==> config.mk <==
export PLATFORM = sky130hd
export DESIGN_NAME = fifo_write_arbiter
export DESIGN_NICKNAME = d
export VERILOG_FILES = /design/src/rtl/fifo_write_arbiter.sv
export SDC_FILE = /design/constraint.sdc
export NUM_CORES = 1
export LEC_CHECK = 0
export ABC_AREA = 1
export CORE_MARGIN = 2
export CORE_UTILIZATION = 30
export DETAILED_ROUTE_END_ITERATION = 7
export GPL_ROUTABILITY_DRIVEN = 0
export PLACE_DENSITY = 0.73
export SETUP_SLACK_MARGIN = 0.3
export SLEW_MARGIN = 40
export SYNTH_ARGS = -nofsm -noshare
export SYNTH_HDL_FRONTEND = slang
export SYNTH_SLANG_ARGS = --single-unit
==> constraint.sdc <==
create_clock -name clk -period 3.6 [get_ports clk]
set_input_delay 0.72 -clock clk [delete_from_list [all_inputs] [get_ports clk]]
set_output_delay 0.72 -clock clk [all_outputs]
set_load 0.005 [all_outputs]
==> src/rtl/fifo_write_arbiter.sv <==
// Round-robin write arbiter sharing one FIFO write port among NUM_REQ producers.
// Free space is tracked with a credit counter so registered writes never overflow.
module fifo_write_arbiter #(
  parameter int NUM_REQ    = 4,
  parameter int FIFO_DEPTH = 16,
  parameter int MAX_BURST  = 4
) (
  input  logic                          clk,
  input  logic                          reset,
  input  logic [NUM_REQ-1:0]            req_valid,
  input  logic [32*NUM_REQ-1:0]         req_data,
  output logic [NUM_REQ-1:0]            req_ready,
  output logic                          fifo_write,
  output logic [31:0]                   fifo_data,
  input  logic                          fifo_pop,
  output logic [$clog2(FIFO_DEPTH):0]   credits,
  output logic [$clog2(NUM_REQ)-1:0]    owner,
  output logic                          busy
);

  localparam int OW = $clog2(NUM_REQ);
  localparam int CW = $clog2(FIFO_DEPTH) + 1;
  localparam int BW = $clog2(MAX_BURST + 1);

  localparam logic [CW-1:0] CRED_MAX  = CW'(FIFO_DEPTH - 1);
  localparam logic [BW-1:0] BURST_MAX = BW'(MAX_BURST);

  localparam logic [0:0] S_IDLE  = 1'b0;
  localparam logic [0:0] S_BURST = 1'b1;

  logic [0:0]    state_q, state_d;
  logic [OW-1:0] owner_q, owner_d;
  logic [BW-1:0] burst_q, burst_d;
  logic [CW-1:0] credits_q, credits_d;
  logic          write_q, write_d;
  logic [31:0]   data_q, data_d;

  logic          found;
  logic [OW-1:0] pick, cand, sel;
  logic [31:0]   sel_word;
  logic          has_credit;
  logic          accept;

  assign has_credit = (credits_q != '0);

  // Rotating priority: scan from owner+1 upward, wrapping, first valid wins.
  always_comb begin
    found = 1'b0;
    pick  = '0;
    cand  = '0;
    for (int k = 1; k <= NUM_REQ; k++) begin
      cand = OW'((int'(owner_q) + k) % NUM_REQ);
      if (!found && req_valid[cand]) begin
        found = 1'b1;
        pick  = cand;
      end
    end
  end

  // A burst ends with one idle cycle that grants nothing, whatever the reason.
  always_comb begin
    req_ready = '0;
    state_d   = state_q;
    owner_d   = owner_q;
    burst_d   = burst_q;
    if (!reset) begin
      case (state_q)
        S_IDLE: begin
          if (found && has_credit) begin
            req_ready[pick] = 1'b1;
            owner_d         = pick;
            burst_d         = BW'(1);
            state_d         = (MAX_BURST > 1) ? S_BURST : S_IDLE;
          end
        end
        default: begin
          if (burst_q == BURST_MAX || !req_valid[owner_q] || !has_credit) begin
            state_d = S_IDLE;
          end else begin
            req_ready[owner_q] = 1'b1;
            burst_d            = burst_q + BW'(1);
          end
        end
      endcase
    end
  end

  assign accept = |(req_valid & req_ready);
  assign sel    = (state_q == S_IDLE) ? pick : owner_q;

  always_comb begin
    sel_word = '0;
    for (int i = 0; i < NUM_REQ; i++) begin
      if (sel == OW'(i)) sel_word = req_data[32*i +: 32];
    end
  end

  always_comb begin
    write_d   = accept;
    data_d    = accept ? sel_word : data_q;
    credits_d = credits_q;
    if (accept && !fifo_pop) begin
      credits_d = credits_q - CW'(1);
    end else if (!accept && fifo_pop && credits_q != CRED_MAX) begin
      credits_d = credits_q + CW'(1);
    end
  end

  always_ff @(posedge clk) begin
    if (reset) begin
      state_q   <= S_IDLE;
      owner_q   <= OW'(NUM_REQ - 1);
      burst_q   <= '0;
      credits_q <= CRED_MAX;
      write_q   <= 1'b0;
      data_q    <= '0;
    end else begin
      state_q   <= state_d;
      owner_q   <= owner_d;
      burst_q   <= burst_d;
      credits_q <= credits_d;
      write_q   <= write_d;
      data_q    <= data_d;
    end
  end

  // A pop with all credits free means the consumer popped an empty FIFO.
  pop_on_empty_a: assert property (@(posedge clk) disable iff (reset)
    !(fifo_pop && credits_q == CRED_MAX));

  assign fifo_write = write_q;
  assign fifo_data  = data_q;
  assign credits    = credits_q;
  assign owner      = owner_q;
  assign busy       = (state_q == S_BURST);

endmodule

==> out/summary.txt, run 1 <==
RUN STATUS
------------------------------------------------------------------------------------------------------
Status .................................................................................. finished clean

FLOORPLANNING
------------------------------------------------------------------------------------------------------
Die height ..............................................................................       105 um
Starting density of the core ............................................................        0.312
Die Area ................................................................................   11000 um^2
Placeable core region ...................................................................    9820 um^2
Overall die width .......................................................................       105 um
Ports placed on the boundary ............................................................          180
Std cell rows ...........................................................................           36

CLOCK NETWORK
------------------------------------------------------------------------------------------------------
Largest buffer count on any clock path ..................................................            2
Total CTS buffers .......................................................................            5
Clock latency on the worst-skew pair ....................................................       290 ps
Total number of clock tree sinks ........................................................           44
CTS root buffer .........................................................................     clkbuf_8
CTS H-tree lvls .........................................................................            2
Clock transition at the register clock pins on the worst setup and hold paths after CTS .        90 ps
Clock tree from TritonCTS ...............................................................          yes

PWR
------------------------------------------------------------------------------------------------------
Switching power .........................................................................      2.50 mW
Int Power ...............................................................................      2.42 mW
Comb power frac .........................................................................        0.769
Worst ir drop on vdd ....................................................................   0.000455 V
Register share of total power ...........................................................        0.147
Power per Cell Area .....................................................................  929 nW/um^2
Leakage component of the power ..........................................................      2.23 nW
Power share of the clock group ..........................................................        0.084
Net switching fraction of the power .....................................................        0.508

CRITICAL PATH
------------------------------------------------------------------------------------------------------
Arrival time of data at the critical path endpoint ......................................      3290 ps
Largest fanout of any net on the critical path ..........................................           36
Setup crit end kind .....................................................................     register
Required time reported for the critical path endpoint ...................................      3760 ps
Critical setup path kind ................................................................    in -> reg
Type of element launching the critical path ............................................. primary input

TIMING
------------------------------------------------------------------------------------------------------
Post-Route Hold Slack ...................................................................       494 ps
Max_slew headroom .......................................................................        0.573
PnR worst setup slack ...................................................................       473 ps
Final period utilization ................................................................        0.869
Hold Vio Cnt, Final .....................................................................            0
Post-Route Skew .........................................................................      5.81 ps
Unrepaired setup endpoints after global routing .........................................           no
Maximum clock frequency .................................................................      320 MHz
Number of setup violations in the final report ..........................................            0
Clock period minus final worst setup slack ..............................................      3130 ps
Transition time of the tightest slew-check pin ..........................................       640 ps
Pins over their slew limit ..............................................................            0

HOLD PATH
------------------------------------------------------------------------------------------------------
Hold crit path type .....................................................................   reg -> reg

PLACEMENT
------------------------------------------------------------------------------------------------------
Placed instance area ....................................................................    5050 um^2
Port Buf Inserts ........................................................................          179
Post-detailed-placement half-perimeter wirelength .......................................      8.72 mm
DP Worst Slack ..........................................................................      -101 ps

LOGIC SYNTHESIS
------------------------------------------------------------------------------------------------------
Cells after Synth .......................................................................          477
Post-synthesis area per instance ........................................................    6.41 um^2
Seq/Total Area, Yosys ...................................................................        0.288
Post-synthesis cell type with the largest combined area .................................      dfxtp_1
Share of the synthesized area in the top cell type ......................................        0.288
Post-synthesis cell type count ..........................................................           31
Mapped Area .............................................................................    3060 um^2
Flops & latches, synth ..................................................................           44
Yosys warns .............................................................................            0
Syn nets ................................................................................          622
Top post-synthesis cells by area ........................................................ dfxtp_1 29%, nand3_1 16%, nand2_1 13%

RUN
------------------------------------------------------------------------------------------------------
Maximum Capacitance Violations ..........................................................            0

DRT
------------------------------------------------------------------------------------------------------
Total DRC errors in the routed layout ...................................................            0
Detailed Route Iter0 Violations .........................................................          150
Wire length per cell ....................................................................      14.5 um
1st-pass router iterations ..............................................................            5
Antenna Violating Nets Remaining ........................................................            0
Vias per inst ...........................................................................         5.05
Total wire length after detailed routing ................................................      11.5 mm
Routed vias .............................................................................         4016

FINISH
------------------------------------------------------------------------------------------------------
Layout cell share with drive strength beyond 1 ..........................................        0.127
Most common library cell in the layout ignoring fill and taps ........................... clkdlybuf4s50_1
Utilization of the core after routing ...................................................        0.540
Finished Cell Area ......................................................................    5300 um^2
Commonest cells after routing, fill and taps aside ...................................... 171 x clkdlybuf4s50_1, 102 x nand2_1, 98 x nand3_1, 43 x dfxtp_1, 36 x o21ai_0
Total number of nets in the final design ................................................          806
Layout overhead on the synthesized area .................................................        73.3%
Antenna Diode Count .....................................................................            0

GLOBAL ROUTING
------------------------------------------------------------------------------------------------------
Number of global-route vias before repair ...............................................         3833
Grt total ovfl ..........................................................................            0
Antenna violations before repair ........................................................            0
Aggregate global-route resource usage ...................................................        0.199
Largest net degree at the start of global routing .......................................           50
First-pass GRT wire length ..............................................................      18.0 mm

-- final timing paths --
check | from | to | slack [ps] | cells after the start
setup / recovery | req_valid[0] | fifo_data[24] | 470 | 19
hold reg to reg | burst_q[1] | burst_q[1] | 490 | 2
setup reg to reg | owner[1] | fifo_data[24] | 570 | 20
hold / removal | burst_q[1] | burst_q[1] | 490 | 2
-- registers in the layout, summed over array words and instances, names as in the netlist --
signal and flops:
credits 5, busy 1, owner 2, fifo_write 1
fifo_data 32, burst_q 3
-- power groups by stage --
stage / logic (mW) / clock network, mW / registers (mW)
floorplan: 2.39 / 0 / 0.736
global placement: 3.51 / 0 / 0.725
detailed placement: 3.58 / 0 / 0.728
CTS: 3.66 / 0.428 / 0.720
global route: 4.20 / 0.455 / 0.742
finish: 3.79 / 0.414 / 0.723
-- kinds of logic (layout without fill, tap and decap cells) --
family	after synthesis	after routing	synth area share
AND/OR/NAND/NOR	269	269	0.399
AO/OA/AOI/OAI	92	92	0.168
buffers and inverters	59	244	0.0933
flip-flops	44	44	0.288
adder cells (fa/ha/maj)	10	10	0.0434
XOR/XNOR	3	3	0.00859
-- cells in the mapped netlist, drive strengths merged --
| cell | number |
|---|---|
| nand2 | 116 |
| nand3 | 102 |
| o21ai | 55 |
| dfxtp | 44 |
| nor2 | 36 |
| inv | 29 |
| a31oi | 19 |
| buf | 19 |
| a21oi | 14 |
| nand4 | 13 |
| clkbuf | 11 |
| ha | 9 |
| nor3 | 2 |
| xor2 | 2 |
| a211oi | 1 |
| a21boi | 1 |
| a21o | 1 |
| fa | 1 |
| o31ai | 1 |
| xnor2 | 1 |
-- per-stage QoR --
step	power [mW]	instances	TNS, ps
2_1_floorplan	3.13	477	0
3_3_place_gp	4.23	783	-43.0
3_5_place_dp	4.31	783	-171
4_1_cts	4.81	793	0
5_1_grt	5.40	795	0
6_report	4.92	795	0
-- critical path: stages --
cell           delay [ps]
dlygate4sd2_1         260
buf_4                 150
nand2_1                60
nand3_1                80
nand2_2               100
nand4_1               140
nand2_1               100
nand2_2                80
buf_4                 140
buf_4                 120
buf_4                 130
o21ai_4               160
buf_4                 150
inv_2                 100
nor2_8                240
inv_2                  70
buf_12                170
o21ai_0               190
a31oi_1               100
-- area by class of cell --
class | count | area (um^2)
clock buffer | 7 | 96.3
clock inverter | 1 | 30.0
fill | 984 | 4520
inverter | 29 | 114
multi-input combinational | 374 | 2010
sequential | 44 | 882
tap | 133 | 166
timing repair buffer | 207 | 2000
-- routing by layer --
metal,track usage,part of all wire,wire length (um)
met2,0.358,0.49,5690
met3,0.0487,0.073,842
met1,0.234,0.41,4690
met4,0.0571,0.024,271
met5,0,0,0
-- timing repair --
item                                   in CTS  in global routing
setup buffers                               2                  2
hold buffers                                0                  0
pin swaps                                   4                  7
setup endpoints to repair                   6                 14
endpoints found under the hold margin       0                  0
gates resized for setup                    19                 19
Note: power is estimated with default switching activity, not from simulation.
==> inputs of run 2 (changes only) <==
--- a/config.mk
+++ b/config.mk
@@ -10,6 +10,7 @@
 export CORE_UTILIZATION = 30
 export DETAILED_ROUTE_END_ITERATION = 7
 export GPL_ROUTABILITY_DRIVEN = 0
+export GPL_TIMING_DRIVEN = 0
 export PLACE_DENSITY = 0.73
 export SETUP_SLACK_MARGIN = 0.3
 export SLEW_MARGIN = 40
==> run 2 against run 1 <==
Non-clock buffer count increased by 16. Utilization increased by 0.32 points. Via count increased by 2.4%. Clock skew increased by 6.0 ps. Global-route usage increased by 1.7 points. First-iteration DRC count increased by 10%. Critical path depth increased by 7. Combinational power increased by 4%. Register-to-register slack got worse by 290 ps. Fmax decreased by 5.8%.
==> out/summary.txt, run 2 (same netlist as run 1, synthesis figures left out) <==
FINISH
------------------------------------------------------------------------------------------------------
Total number of nets in the final design ................................................          822
Most common library cell in the layout ignoring fill and taps ........................... clkdlybuf4s50_1
Layout cell share with drive strength beyond 1 ..........................................        0.117
Fillcell total ..........................................................................          976
Finished Cell Area ......................................................................    5330 um^2
Layout overhead on the synthesized area .................................................        74.3%
Commonest cells after routing, fill and taps aside ...................................... 171 x clkdlybuf4s50_1, 107 x nand2_1, 97 x nand3_1, 42 x dfxtp_1, 35 x o21ai_0
Largest register FFs ....................................................................           32
Antenna Diode Count .....................................................................            0
Final Non-Filler Cells ..................................................................          810
Sequential standard cell area ...........................................................     888 um^2
Area of combinational cells with multiple inputs ........................................    2000 um^2

FLOORPLANNING
------------------------------------------------------------------------------------------------------
Overall die width .......................................................................       105 um
Starting density of the core ............................................................        0.312
Placeable core region ...................................................................    9820 um^2
Die Area ................................................................................   11000 um^2
Die height ..............................................................................       105 um
Ports placed on the boundary ............................................................          180
Std cell rows ...........................................................................           36

RUN STATUS
------------------------------------------------------------------------------------------------------
Status .................................................................................. finished clean

PLACEMENT
------------------------------------------------------------------------------------------------------
Placed instance count ...................................................................          789
Port Buf Inserts ........................................................................          179
Post-detailed-placement half-perimeter wirelength .......................................      9.56 mm
DP Worst Slack ..........................................................................      -579 ps
Placed instance area ....................................................................    5020 um^2

CRITICAL PATH
------------------------------------------------------------------------------------------------------
Setup crit end kind .....................................................................     register
Timing startpoint of the critical path ..................................................     owner[1]
Slowest library cell on the worst path ..................................................      dfxtp_4
Arrival time of data at the critical path endpoint ......................................      3500 ps
Critical setup path kind ................................................................   reg -> reg
Largest fanout of any net on the critical path ..........................................            7
Dominant cell type by count on the critical path ........................................      nand2_1
Required time reported for the critical path endpoint ...................................      3780 ps
Worst-case register-to-register setup slack .............................................       280 ps
Type of element launching the critical path .............................................     register
Startpoint of the worst register-to-register path .......................................     owner[1]
Largest stage delay on the critical path ................................................       380 ps

CLOCK NETWORK
------------------------------------------------------------------------------------------------------
Clock latency on the worst-skew pair ....................................................       290 ps
Clock tree from TritonCTS ...............................................................          yes
Total number of clock tree sinks ........................................................           44
CTS root buffer .........................................................................     clkbuf_8
Total CTS buffers .......................................................................            5
Clock transition at the register clock pins on the worst setup and hold paths after CTS .        80 ps
Hold-fix buffers at CTS .................................................................            0
Largest buffer count on any clock path ..................................................            2
CTS H-tree lvls .........................................................................            2

GLOBAL ROUTING
------------------------------------------------------------------------------------------------------
Antenna violations before repair ........................................................            0
First-pass GRT wire length ..............................................................      19.3 mm
Number of global-route vias before repair ...............................................         3858
Largest net degree at the start of global routing .......................................           14
Grt total ovfl ..........................................................................            0
Aggregate global-route resource usage ...................................................        0.216

TIMING
------------------------------------------------------------------------------------------------------
Sum of negative setup slack .............................................................         0 ps
Hold Vio Cnt, Final .....................................................................            0
Final period utilization ................................................................        0.922
Maximum clock frequency .................................................................      301 MHz
Max_slew headroom .......................................................................        0.681
Number of setup violations in the final report ..........................................            0
Post-Route Skew .........................................................................      11.8 ps
Unrepaired setup endpoints after global routing .........................................          yes
Clock period minus final worst setup slack ..............................................      3320 ps
Pins over their slew limit ..............................................................            0
Transition time of the tightest slew-check pin ..........................................       479 ps
PnR worst setup slack ...................................................................       280 ps

DRT
------------------------------------------------------------------------------------------------------
Vias per inst ...........................................................................         5.08
Detailed Route Iter0 Violations .........................................................          165
Wire length per cell ....................................................................      15.3 um
1st-pass router iterations ..............................................................            5
Routed vias .............................................................................         4114
Total DRC errors in the routed layout ...................................................            0
Antenna Violating Nets Remaining ........................................................            0
Total wire length after detailed routing ................................................      12.4 mm

PWR
------------------------------------------------------------------------------------------------------
Worst ir drop on vdd ....................................................................   0.000358 V
Power per Cell Area .....................................................................  931 nW/um^2
Leakage component of the power ..........................................................      2.28 nW

HOLD PATH
------------------------------------------------------------------------------------------------------
Hold crit path type .....................................................................   reg -> reg
Start point of the worst hold path ......................................................   burst_q[1]

RUN
------------------------------------------------------------------------------------------------------
Maximum Capacitance Violations ..........................................................            0

## run 2: worst paths after layout
path	endpoint	cells after the start
setup / recovery	credits[4]	26
hold / removal	burst_q[1]	2
setup reg to reg	credits[4]	26
hold reg to reg	burst_q[1]	2
## run 2: power breakdown
group / switching, mW / internal (mW)
combinational: 2.35 / 1.57
clock: 0.167 / 0.132
sequential: 0.0989 / 0.639
total: 2.62 / 2.35
## run 2: cell type report
| type | count | area share |
|---|---|---|
| repair buffers | 193 | 0.356 |
| inverters | 29 | 0.0235 |
| clock buffers | 5 | 0.0129 |
| flip-flops and latches | 44 | 0.167 |
| clock inverters | 2 | 0.00235 |
| plain buffers | 30 | 0.0329 |
| multi-input cells | 374 | 0.374 |
| well taps | 133 | 0.0312 |
## run 2: timing repair
item                       in CTS  in global routing
cloned                          0                  0
setup buffers                   3                 11
gates resized for setup        22                 18
pin swaps                       4                  8
setup endpoints to repair       8                  5
## run 2: metrics by stage
stage / util / power (mW) / hold slack [ps]
after CTS: 0.527 / 4.76 / 494
after detailed placement: 0.511 / 4.34 / 482
final: 0.543 / 4.96 / 491
after global placement: 0.511 / 4.26 / 468
after global routing: 0.543 / 5.45 / 524
after floorplan: - / 3.13 / 456
## run 2: routing by layer
layer | vias up | global-route usage | part of all wire
met5 | - | 0 | 0
met2 | 179 | 0.379 | 0.50
met4 | 0 | 0.0581 | 0.023
li1 | 2032 | - | -
met3 | 22 | 0.0474 | 0.069
met1 | 1881 | 0.266 | 0.41
## run 2: worst max-delay path, delay by kind of cell, from the launching register on
kind,cells,cell delay [ps]
AND/OR/NAND/NOR,16,1390
flip-flops,1,380
adder cells (fa/ha/maj),2,540
buffers and inverters,6,500
AO/OA/AOI/OAI,2,400
==> inputs of run 3 (changes only) <==
--- a/config.mk
+++ b/config.mk
@@ -6,6 +6,7 @@
 export NUM_CORES = 1
 export LEC_CHECK = 0
 export ABC_AREA = 1
+export ABC_CLOCK_PERIOD_IN_PS = 3600
 export CORE_MARGIN = 2
 export CORE_UTILIZATION = 30
 export DETAILED_ROUTE_END_ITERATION = 7
==> results of run 3 <==
Final layout, timing and power as in run 2 (identical DEF).
